### config.mk
export PLATFORM = sky130hd
export DESIGN_NAME = mux32_scan_ctrl
export DESIGN_NICKNAME = d
export VERILOG_FILES = /design/src/rtl/mux32_scan_ctrl.sv
export SDC_FILE = /design/constraint.sdc
export NUM_CORES = 1
export LEC_CHECK = 0
export ABC_CLOCK_PERIOD_IN_PS = 1850
export BUFFER_PORTS_ARGS = -buffer_cell sky130_fd_sc_hd__buf_2
export CORE_MARGIN = 2
export CORE_UTILIZATION = 44
export DETAILED_ROUTE_END_ITERATION = 16
export PLACE_DENSITY = 0.76
export SLEW_MARGIN = 20
export SYNTH_ARGS = -nofsm -noshare
export SYNTH_HDL_FRONTEND = slang
export SYNTH_SLANG_ARGS = --single-unit
### constraint.sdc
create_clock -name clk -period 1.85 [get_ports clk]
set_input_delay 0.185 -clock clk [delete_from_list [all_inputs] [get_ports clk]]
set_output_delay 0.185 -clock clk [all_outputs]
set_load 0.03 [all_outputs]
### src/rtl/mux32_scan_ctrl.sv
// Serializer front-end for a 32x1 mux: holds an accepted word on the mux data inputs,
// walks the select across NBITS positions and streams each mux output bit out on valid/ready/last.
module mux32_scan_ctrl #(
    parameter int unsigned NBITS     = 32,
    parameter bit          MSB_FIRST = 1'b0
) (
    input  logic        clk,
    input  logic        rst_n,
    input  logic        flush,
    input  logic [31:0] in_data,
    input  logic        in_valid,
    output logic        in_ready,
    output logic [31:0] hold_data,
    output logic [4:0]  sel,
    input  logic        mux_out,
    output logic        ser_bit,
    output logic        ser_valid,
    input  logic        ser_ready,
    output logic        ser_last,
    output logic        busy
);

    localparam int unsigned IDX_W     = 5;
    localparam logic [IDX_W-1:0] FIRST_IDX = MSB_FIRST ? IDX_W'(NBITS - 1) : IDX_W'(0);
    localparam logic [IDX_W-1:0] LAST_CNT  = IDX_W'(NBITS - 1);

    typedef enum logic [1:0] {
        INIT = 2'd0,
        IDLE = 2'd1,
        SCAN = 2'd2
    } state_t;

    state_t           state;
    logic [IDX_W-1:0] cnt;
    logic             capture;
    logic             is_last;
    logic [IDX_W-1:0] sel_next;

    // Capture whenever scanning and the output register is empty or draining this cycle.
    assign capture  = (state == SCAN) && (!ser_valid || ser_ready);
    assign is_last  = (cnt == LAST_CNT);
    assign sel_next = MSB_FIRST ? (sel - IDX_W'(1)) : (sel + IDX_W'(1));

    assign in_ready = (state == IDLE) && !flush;
    assign busy     = (state == SCAN) || ser_valid;

    always_ff @(posedge clk or negedge rst_n) begin
        if (!rst_n) begin
            state     <= INIT;
            cnt       <= '0;
            sel       <= '0;
            hold_data <= '0;
            ser_bit   <= 1'b0;
            ser_valid <= 1'b0;
            ser_last  <= 1'b0;
        end else if (flush) begin
            // Abort: drop any pending bit, keep the held word for visibility.
            state     <= IDLE;
            cnt       <= '0;
            sel       <= '0;
            ser_valid <= 1'b0;
            ser_last  <= 1'b0;
        end else begin
            case (state)
                INIT: state <= IDLE;
                IDLE: begin
                    if (in_valid) begin
                        hold_data <= in_data;
                        cnt       <= '0;
                        sel       <= FIRST_IDX;
                        state     <= SCAN;
                    end
                end
                SCAN: begin
                    if (capture) begin
                        if (is_last) begin
                            state <= IDLE;
                            sel   <= '0;
                            cnt   <= '0;
                        end else begin
                            cnt <= cnt + IDX_W'(1);
                            sel <= sel_next;
                        end
                    end
                end
                default: state <= IDLE;
            endcase

            // Output register: a capture refills it, otherwise a handshake empties it.
            if (capture) begin
                ser_bit   <= mux_out;
                ser_valid <= 1'b1;
                ser_last  <= is_last;
            end else if (ser_valid && ser_ready) begin
                ser_valid <= 1'b0;
                ser_last  <= 1'b0;
            end
        end
    end

endmodule

# Word-level counts from Yosys, hierarchy flattened
# Cells that the tools add are included.
[totals]
ff_bits = 47
latch_bits = 0
mem_bits_rw = 0
rom_bits = 0
inputBits = 38
out_inout_bits = 42
elab_cells = 48
mem_count = 0
[op_classes]
add_sub_neg = 2
mul = 0
n_div = 0
magnitude_cmp = 0
eq_ne = 6
n_shift = 0
mux = 19
bitwise = 1
n_reduce_logical = 13
[ops]
columns = ["operator", "n"]
rows = [
  ["two-way mux 5 bit", 7],
  ["case mux 5 bit (2 select lines)", 2],
  ["adder 5 x 1 -> 5 bit (second input constant)", 2],
  ["!= test 3 bit (second input constant)", 3],
  ["AND reduction 3 bit", 3],
  ["two-way mux 2 bit", 4],
  ["nonzero test 3 bit", 2],
  ["== test 5 bit (second input constant)", 1],
  ["two-way mux 1 bit", 5],
  ["case mux 2 bit (2 select lines)", 1],
  ["logical AND 1 bit", 3],
  ["== test 2 x 1 -> 1 bit (second input constant)", 1],
  ["== test 2 bit (second input constant)", 1],
  ["logical NOT 1 bit", 2],
  ["logical OR 1 bit", 2],
  ["AND reduction 2 bit", 1],
  ["NOT 1 bit", 1],
]

# Depth between registers and ports, before layout
# Gate-level depths: netlist (run 1).
[depth]
word_depth = 6
ltp_mapped = 7

# Worst setup path after synthesis (run 1)
# OpenSTA, ideal clock, no wires.
[synth_timing]
kind = "flip-flop to flip-flop"
from = "reg cnt[0]"
to = "reg sel[4]"
setup_ns = 0.096
t_arrival_ns = 1.843
setup_slack_ns = -0.089
stages_incl_launch_ff = 8
n_path_buf = 0
cell_sequence = "dfrtp_1 > ha_1 > and3_1 > ha_1 > or4b_4 > a31oi_1 > o21ai_1 > o31ai_1"
[synth_between]
elab_chain_cells = 5
[synth_lines]
columns = ["element", "line_no", "source"]
rows = [
  ["start, declared", "34", "logic [IDX_W-1:0] cnt;"],
  ["start signal, assigned", "81", "cnt <= cnt + IDX_W'(1);"],
  ["== test 5 bit", "41", "assign is_last = (cnt == LAST_CNT);"],
  ["two-way mux 5 bit", "76", "if (is_last) begin"],
  ["two-way mux 5 bit", "75", "if (capture) begin"],
  ["case mux 5 bit (2 select lines)", "64", "case (state)"],
  ["two-way mux 5 bit", "56", "end else if (flush) begin"],
  ["end signal, assigned", "82", "sel <= sel_next;"],
  ["end, declared", "14", "output logic [4:0] sel,"],
]
# Every way passes these cells. The select of a mux whose other input is x is not followed.
# A chain may end at the register's enable or synchronous reset.

# Worst setup path in the final report (run 1)
[layout_timing]
from = "reg cnt[1]"
to = "reg sel[4]"
# The elaborated chain is that of the path after synthesis.

==> summary.txt, run 1 <==
outcome -> finished, final reports clean
FMAX -> 0.544 GHz
CTS H-tree depth -> 2
flops & latches, synth -> 47
worst-case reg-to-reg path depth -> 7
peak supply drop -> 0.489 mV
min-delay src -> in_data[14]
R2R Setup Slk -> 0.01 ns
# DRC -> 0
Routed WL per cell -> 13.9 um
Rows -> 25
kind of critical path -> reg -> reg
Final period util -> 0.993
fillers -> 383
global-route wire length before repair -> 6420 um
Core Box Area -> 4690 um^2
CP required -> 2.05 ns
antenna diode count -> 0
Mean Syn Cell Area -> 14.7 um^2
most common cell in the netlist -> dfrtp_1
Max-Cap Viols -> 0
asr flop ratio synth -> 1.00
met3 Use GR -> 0.0412
# IOs -> 80
cts bufs inserted -> 5
cell count after synthesis -> 145
hold path cells -> 2
grt total ovfl -> 0
Routed Antenna Nets -> 0
Crit Path Max Fanout -> 5
Final setup viols -> 0
ys flop type -> dfrtp_1
vias in the first global route -> 1421
fraction of layout cells with a size suffix above 1 -> 0.605
Area growth syn-to-layout -> 28.0%
Pwr per Cell Area -> 1040 nW/um^2
final hold violations -> 0
R2R Path Start -> cnt[1]
area fraction of the dominant cell type after synthesis -> 0.552
worst skew pair latency -> 0.29 ns
post-synthesis sequential area ratio -> 0.552
CTS tree -> done
met2 usage -> 0.256
Slew HR -> 0.649
Synth cell types -> 29
number of flops mapped to enable cells by yosys -> 0
Tightest Pin Transition -> 0.524 ns
post-detail-place hpwl -> 2870 um
Hold Path End -> hold_data[14]
Area after DPL -> 2560 um^2
Clock transition at path regs -> 0.08 ns
cell taking the most area after synthesis -> dfrtp_1
post-layout total power -> 2830 uW
Root Buffer -> clkbuf_8
RD Place Congestion -> 0.739
Slew Viols, Final -> 0
die height -> 73.6 um
Leakage Power -> 0.00138 uW
Net Count, Synth -> 186
RSZ-0062 raised after global routing -> yes
GRT busiest layer -> met2
routed wire length -> 4050 um
Final Skew -> 0.00271 ns
vias after detailed routing -> 1452
final instance area -> 2730 um^2
CP Launch Type -> flop
arrival time worst endpoint -> 2.04 ns
reg2reg end -> sel[4]
CTS max path bufs -> 2
met1 global-route usage -> 0.198
Die Wd -> 73.6 um
largest net degree at the start of global routing -> 33
initial antenna violation count -> 0
Synthesis Warnings -> 0
Synth area leaders -> dfrtp_1 (55%), mux2_4 (21%), buf_12 (2.8%), o21ai_0 (2.8%), ha_1 (1.8%)
Port Buf Inserts -> 79
nets -> 278
Cell Area, Synth -> 2130 um^2
drt via density -> 4.97
TritonRoute pass-1 iters -> 4
HP Class -> in -> reg
crit path time final -> 1.84 ns
DRT iter0 DRCs -> 45
initial cell density of the core -> 0.454
Worst Setup End Kind -> flop
die area -> 5410 um^2
worst setup path start -> cnt[1]
Commonest cells post-synth -> dfrtp_1 (47), mux2_4 (30), o21ai_0 (12)
global-route usage over all layers -> 0.152
clock sinks -> 47
[state kept, by name (all words and copies together), names as in the netlist]
name       cells
cnt            5
hold_data     32
sel            5
ser_bit        1
ser_last       1
ser_valid      1
state          2
[timing repair]
action,CTS,global route
pin swaps,3,1
gates resized for setup,2,4
cloned,0,0
buffers inserted,3,2
setup endpoints to repair,3,5
hold buffers,1,0
endpoints found under the hold margin,16,0
[cell type report]
class,count,area (um^2),area share
clock buffers,6,82.6,0.0303
multi-input cells,91,876,0.321
flip-flops and latches,47,1180,0.431
clock inverters,2,16.3,0.00597
repair buffers,92,508,0.186
well taps,54,67.6,0.0248
[placed cells by master, fill, tap and decap left out, types with 3 or more instances in the layout]
master / count
mux2_2: 3
nand3_1: 4
o31ai_1: 3
nand2_1: 10
dfrtp_1: 47
o21ai_0: 8
mux2_4: 30
buf_2: 79
clkbuf_8: 6
buf_4: 11
o21ai_1: 5
nor2_1: 6
[cell families (layout without fill, tap and decap cells)]
family / Yosys count / in the layout / share of synthesized area
multiplexers: 33 / 33 / 0.227
flip-flops: 47 / 47 / 0.552
buffers and inverters: 7 / 100 / 0.0464
AND/OR/NAND/NOR: 34 / 34 / 0.0940
AO/OA/AOI/OAI: 21 / 21 / 0.0623
adder cells (fa/ha/maj): 3 / 3 / 0.0176
[routing by layer]
metal	wire length [um]	up-vias
met2	1950	50
li1	-	694
met3	264	2
met5	0	-
met1	1830	706
met4	15	0
[through the flow]
stage | setup slack [ns] | hold slack (ns) | utilization | TNS, ns | instances
6_report | 0.0128 | 0.123 | 0.581 | 0 | 292
5_1_grt | -0.0479 | 0.108 | 0.581 | -0.135 | 292
4_1_cts | -0.00490 | 0.110 | 0.578 | -0.00490 | 290
3_5_place_dp | -0.0209 | 0.136 | 0.547 | -0.0331 | 278
3_3_place_gp | 0.0146 | 0.141 | 0.547 | 0 | 278
2_1_floorplan | 0.0253 | -0.111 | - | 0 | 145
[power breakdown]
group	leakage, uW	switching (uW)	internal (uW)	total, uW
Combinational	0.000756	536	384	920
Clock	0.0000474	330	305	635
Sequential	0.000580	84.9	1200	1280
[critical path, stage by stage, from the launching register on]
cell,delay (ns)
dfrtp_1,0.39
ha_2,0.19
and3_4,0.18
ha_4,0.16
or4b_4,0.51
a31oi_1,0.16
o21ai_1,0.07
o31ai_1,0.08
[worst max-delay path by stage]
stage	cells after the start	endpoint	slack, ns
floorplan	7	sel[4]	0.03
global placement	7	sel[4]	0.01
detailed placement	7	sel[4]	-0.02
CTS	7	sel[4]	-0.005
global route	7	cnt[3]	-0.05
finish	7	sel[4]	0.01
(Power assumes the default switching activity.)
==> run 2, diff against run 1 <==
--- a/config.mk
+++ b/config.mk
@@ -7,7 +7,6 @@
 export LEC_CHECK = 0
 export ABC_CLOCK_PERIOD_IN_PS = 1850
 export BUFFER_PORTS_ARGS = -buffer_cell sky130_fd_sc_hd__buf_2
-export CORE_MARGIN = 2
 export CORE_UTILIZATION = 44
 export DETAILED_ROUTE_END_ITERATION = 16
 export PLACE_DENSITY = 0.76
==> run 2 against run 1 <==
First-iteration DRC count up 67%. The run now ends with negative setup slack left. Register-to-register slack worse by 0.02 ns. Flip-flop and latch count unchanged. Sequential power about the same. Fmax down 1.3%. Critical path depth unchanged. Combinational power up 2%. Hold slack worse by 0.0095 ns. Critical endpoint unchanged. Largest cell class unchanged. Routed wire length up 2.3%. Sequential share of layout area down 1.0 points. Count of clock-buffer cells in the layout down 1. Largest power group unchanged.
==> summary.txt, run 2 (same netlist as run 1, synthesis figures left out) <==
Core Box Area -> 4500 um^2 (-4.0%)
nets -> 279 (+0.36%)
global-route usage over all layers -> 0.170 (+0.0182)
die area -> 5120 um^2 (-5.4%)
# placed instances -> 279 (+0.36%)
# IOs -> 80 (unchanged)
Routed Antenna Nets -> 0 (unchanged)
Clock transition at path regs -> 0.10 ns (+0.02 ns)
drt via density -> 5.08 (+2.1%)
Crit Path Max Fanout -> 5 (unchanged)
non-filler cells, final -> 291 (-0.34%)
crit path time final -> 1.86 ns (+0.0250 ns)
cts bufs inserted -> 5 (unchanged)
min-delay src -> in_data[31]
routed wire length -> 4150 um (+2.3%)
CP Cell Sequence -> ha_2 > and3_4 > ha_4 > or4b_4 > a31oi_4 > o21ai_1 > o31ai_1
FMAX -> 0.537 GHz (-1.3%)
clock sinks -> 47 (unchanged)
RD Place Congestion -> 0.815 (+10%)
Top reg by flops -> hold_data
violated checks -> negative setup slack
Leakage Power -> 0.00140 uW (+1.3%)
Routed WL per cell -> 14.3 um (+2.7%)
biggest regs -> hold_data: 32 flops, cnt: 5 flops, sel: 5 flops
Largest stage delay, worst path -> 0.53 ns (+0.02 ns)
post-layout total power -> 2980 uW (+5.2%)
HP Class -> in -> reg
hold path cells -> 2 (unchanged)
Tightest Pin Transition -> 0.528 ns (+0.00403 ns)
family with the most delay on the worst path -> simple AND/OR/NAND/NOR gates
Rows -> 24 (-4.0%)
worst-case reg-to-reg path depth -> 7 (unchanged)
Die Wd -> 71.6 um (-2.7%)
final hold violations -> 0 (unchanged)
TritonRoute pass-1 iters -> 4 (unchanged)
vias in the first global route -> 1476 (+3.9%)
post-detail-place hpwl -> 2980 um (+3.8%)
Final Skew -> 0.0134 ns (+0.0107 ns)
worst skew pair latency -> 0.29 ns (about the same)
most common cell after layout, fill and taps aside -> buf_2
CP required -> 2.06 ns (about the same)
fraction of layout cells with a size suffix above 1 -> 0.611 (+0.00584)
Area growth syn-to-layout -> 31.2%
CP Launch Type -> flop
RSZ-0062 raised after global routing -> yes
die height -> 71.6 um (-2.7%)
most frequent cells in the layout -> buf_2 (79), dfrtp_1 (47), mux2_4 (30)
global-route wire length before repair -> 6830 um (+6.4%)
largest net degree at the start of global routing -> 29 (-12%)
Critical-path top delay cell -> or4b_4
Slew HR -> 0.647 (-0.00270)
max reg flops -> 32 (unchanged)
R2R Path Start -> cnt[0]
setup tns final -> -0.0122 ns (-0.0122 ns)
vias after detailed routing -> 1478 (+1.8%)
Fin Hold WS -> 0.114 ns (-0.00947 ns)
buffers and inverters on the worst path -> 0 (unchanged)
arrival time worst endpoint -> 2.07 ns (+0.03 ns)
Root Buffer -> clkbuf_8
Area after DPL -> 2610 um^2 (+1.8%)
final instance area -> 2790 um^2 (+2.5%)
DRT iter0 DRCs -> 75 (+67%)
peak supply drop -> 0.408 mV (-17%)
grt total ovfl -> 0 (unchanged)
outcome -> finished with violations
kind of critical path -> reg -> reg
Final period util -> 1.01 (+0.0135)
R2R Setup Slk -> -0.01 ns (-0.02 ns)
initial antenna violation count -> 0 (unchanged)
Final setup viols -> 1 (+1)
CTS H-tree depth -> 2 (unchanged)
Port Buf Inserts -> 79 (unchanged)
reg2reg end -> sel[4]
Worst Setup End Kind -> flop
CTS max path bufs -> 2 (unchanged)
antenna diode count -> 0 (unchanged)
worst setup margin -> -0.0122 ns (-0.0250 ns)
initial cell density of the core -> 0.473 (+0.0189)
# DRC -> 0 (unchanged)
Max-Cap Viols -> 0 (unchanged)
CTS tree -> done
Slew Viols, Final -> 0 (unchanged)
Hold Path End -> hold_data[31]
Pwr per Cell Area -> 1070 nW/um^2 (+2.6%)
run 2: changes by cell type in the layout (fill, tap and decap cells not counted), sizes merged:
cell,before,now
buf,91,92
clkinv,1,0
clkbuf,6,5
inv,0,1
bufinv,0,1
run 2: cell type report:
| cell class | count | area [um^2] |
|---|---|---|
| timing repair buffer | 93 | 541 |
| clock buffer | 5 | 68.8 |
| multi-input combinational | 91 | 897 |
| sequential | 47 | 1180 |
| fill | 342 | 1710 |
| tap | 52 | 65.1 |
| clock inverter | 3 | 46.3 |
run 2: repair_timing:
item                                    in CTS  in global routing
endpoints found under the hold margin       19                  0
buffers inserted                             2                  1
endpoints found under the setup margin       3                  7
resized for setup                            2                  4
hold buffers                                 1                  0
run 2: worst register-to-register path: cells and delay by family (launching register included):
kind / cells / cell delay (ns)
compound gates: 3 / 0.32
simple gates: 2 / 0.71
flops: 1 / 0.40
fa+ha+maj: 2 / 0.35
run 2: per-layer routing:
| metal | wire [um] | global-route usage |
|---|---|---|
| met1 | 1950 | 0.233 |
| met2 | 1930 | 0.279 |
| met3 | 262 | 0.0338 |
| met4 | 14 | 0.0458 |
| met5 | 0 | 0 |
run 2: worst max path at each step:
| stage | startpoint | cells after the start | endpoint |
|---|---|---|---|
| 2_1_floorplan | cnt[0] | 7 | sel[4] |
| 3_3_place_gp | cnt[0] | 7 | sel[4] |
| 3_5_place_dp | cnt[0] | 7 | sel[4] |
| 4_1_cts | cnt[0] | 7 | sel[4] |
| 5_1_grt | cnt[0] | 7 | sel[4] |
| 6_report | cnt[0] | 7 | sel[4] |
run 2: power breakdown:
| part | total [uW] | internal [uW] | switching [uW] |
|---|---|---|---|
| logic | 938 | 395 | 543 |
| registers | 1280 | 1200 | 88.1 |
| clock network | 760 | 407 | 352 |
run 2: metrics by stage:
step / setup WS, ns / util
after global routing: -0.0806 / 0.620
after detailed placement: -0.0450 / 0.579
after CTS: 0.00170 / 0.614
after floorplan: 0.0253 / -
final: -0.0122 / 0.620
after global placement: 0.0183 / 0.579
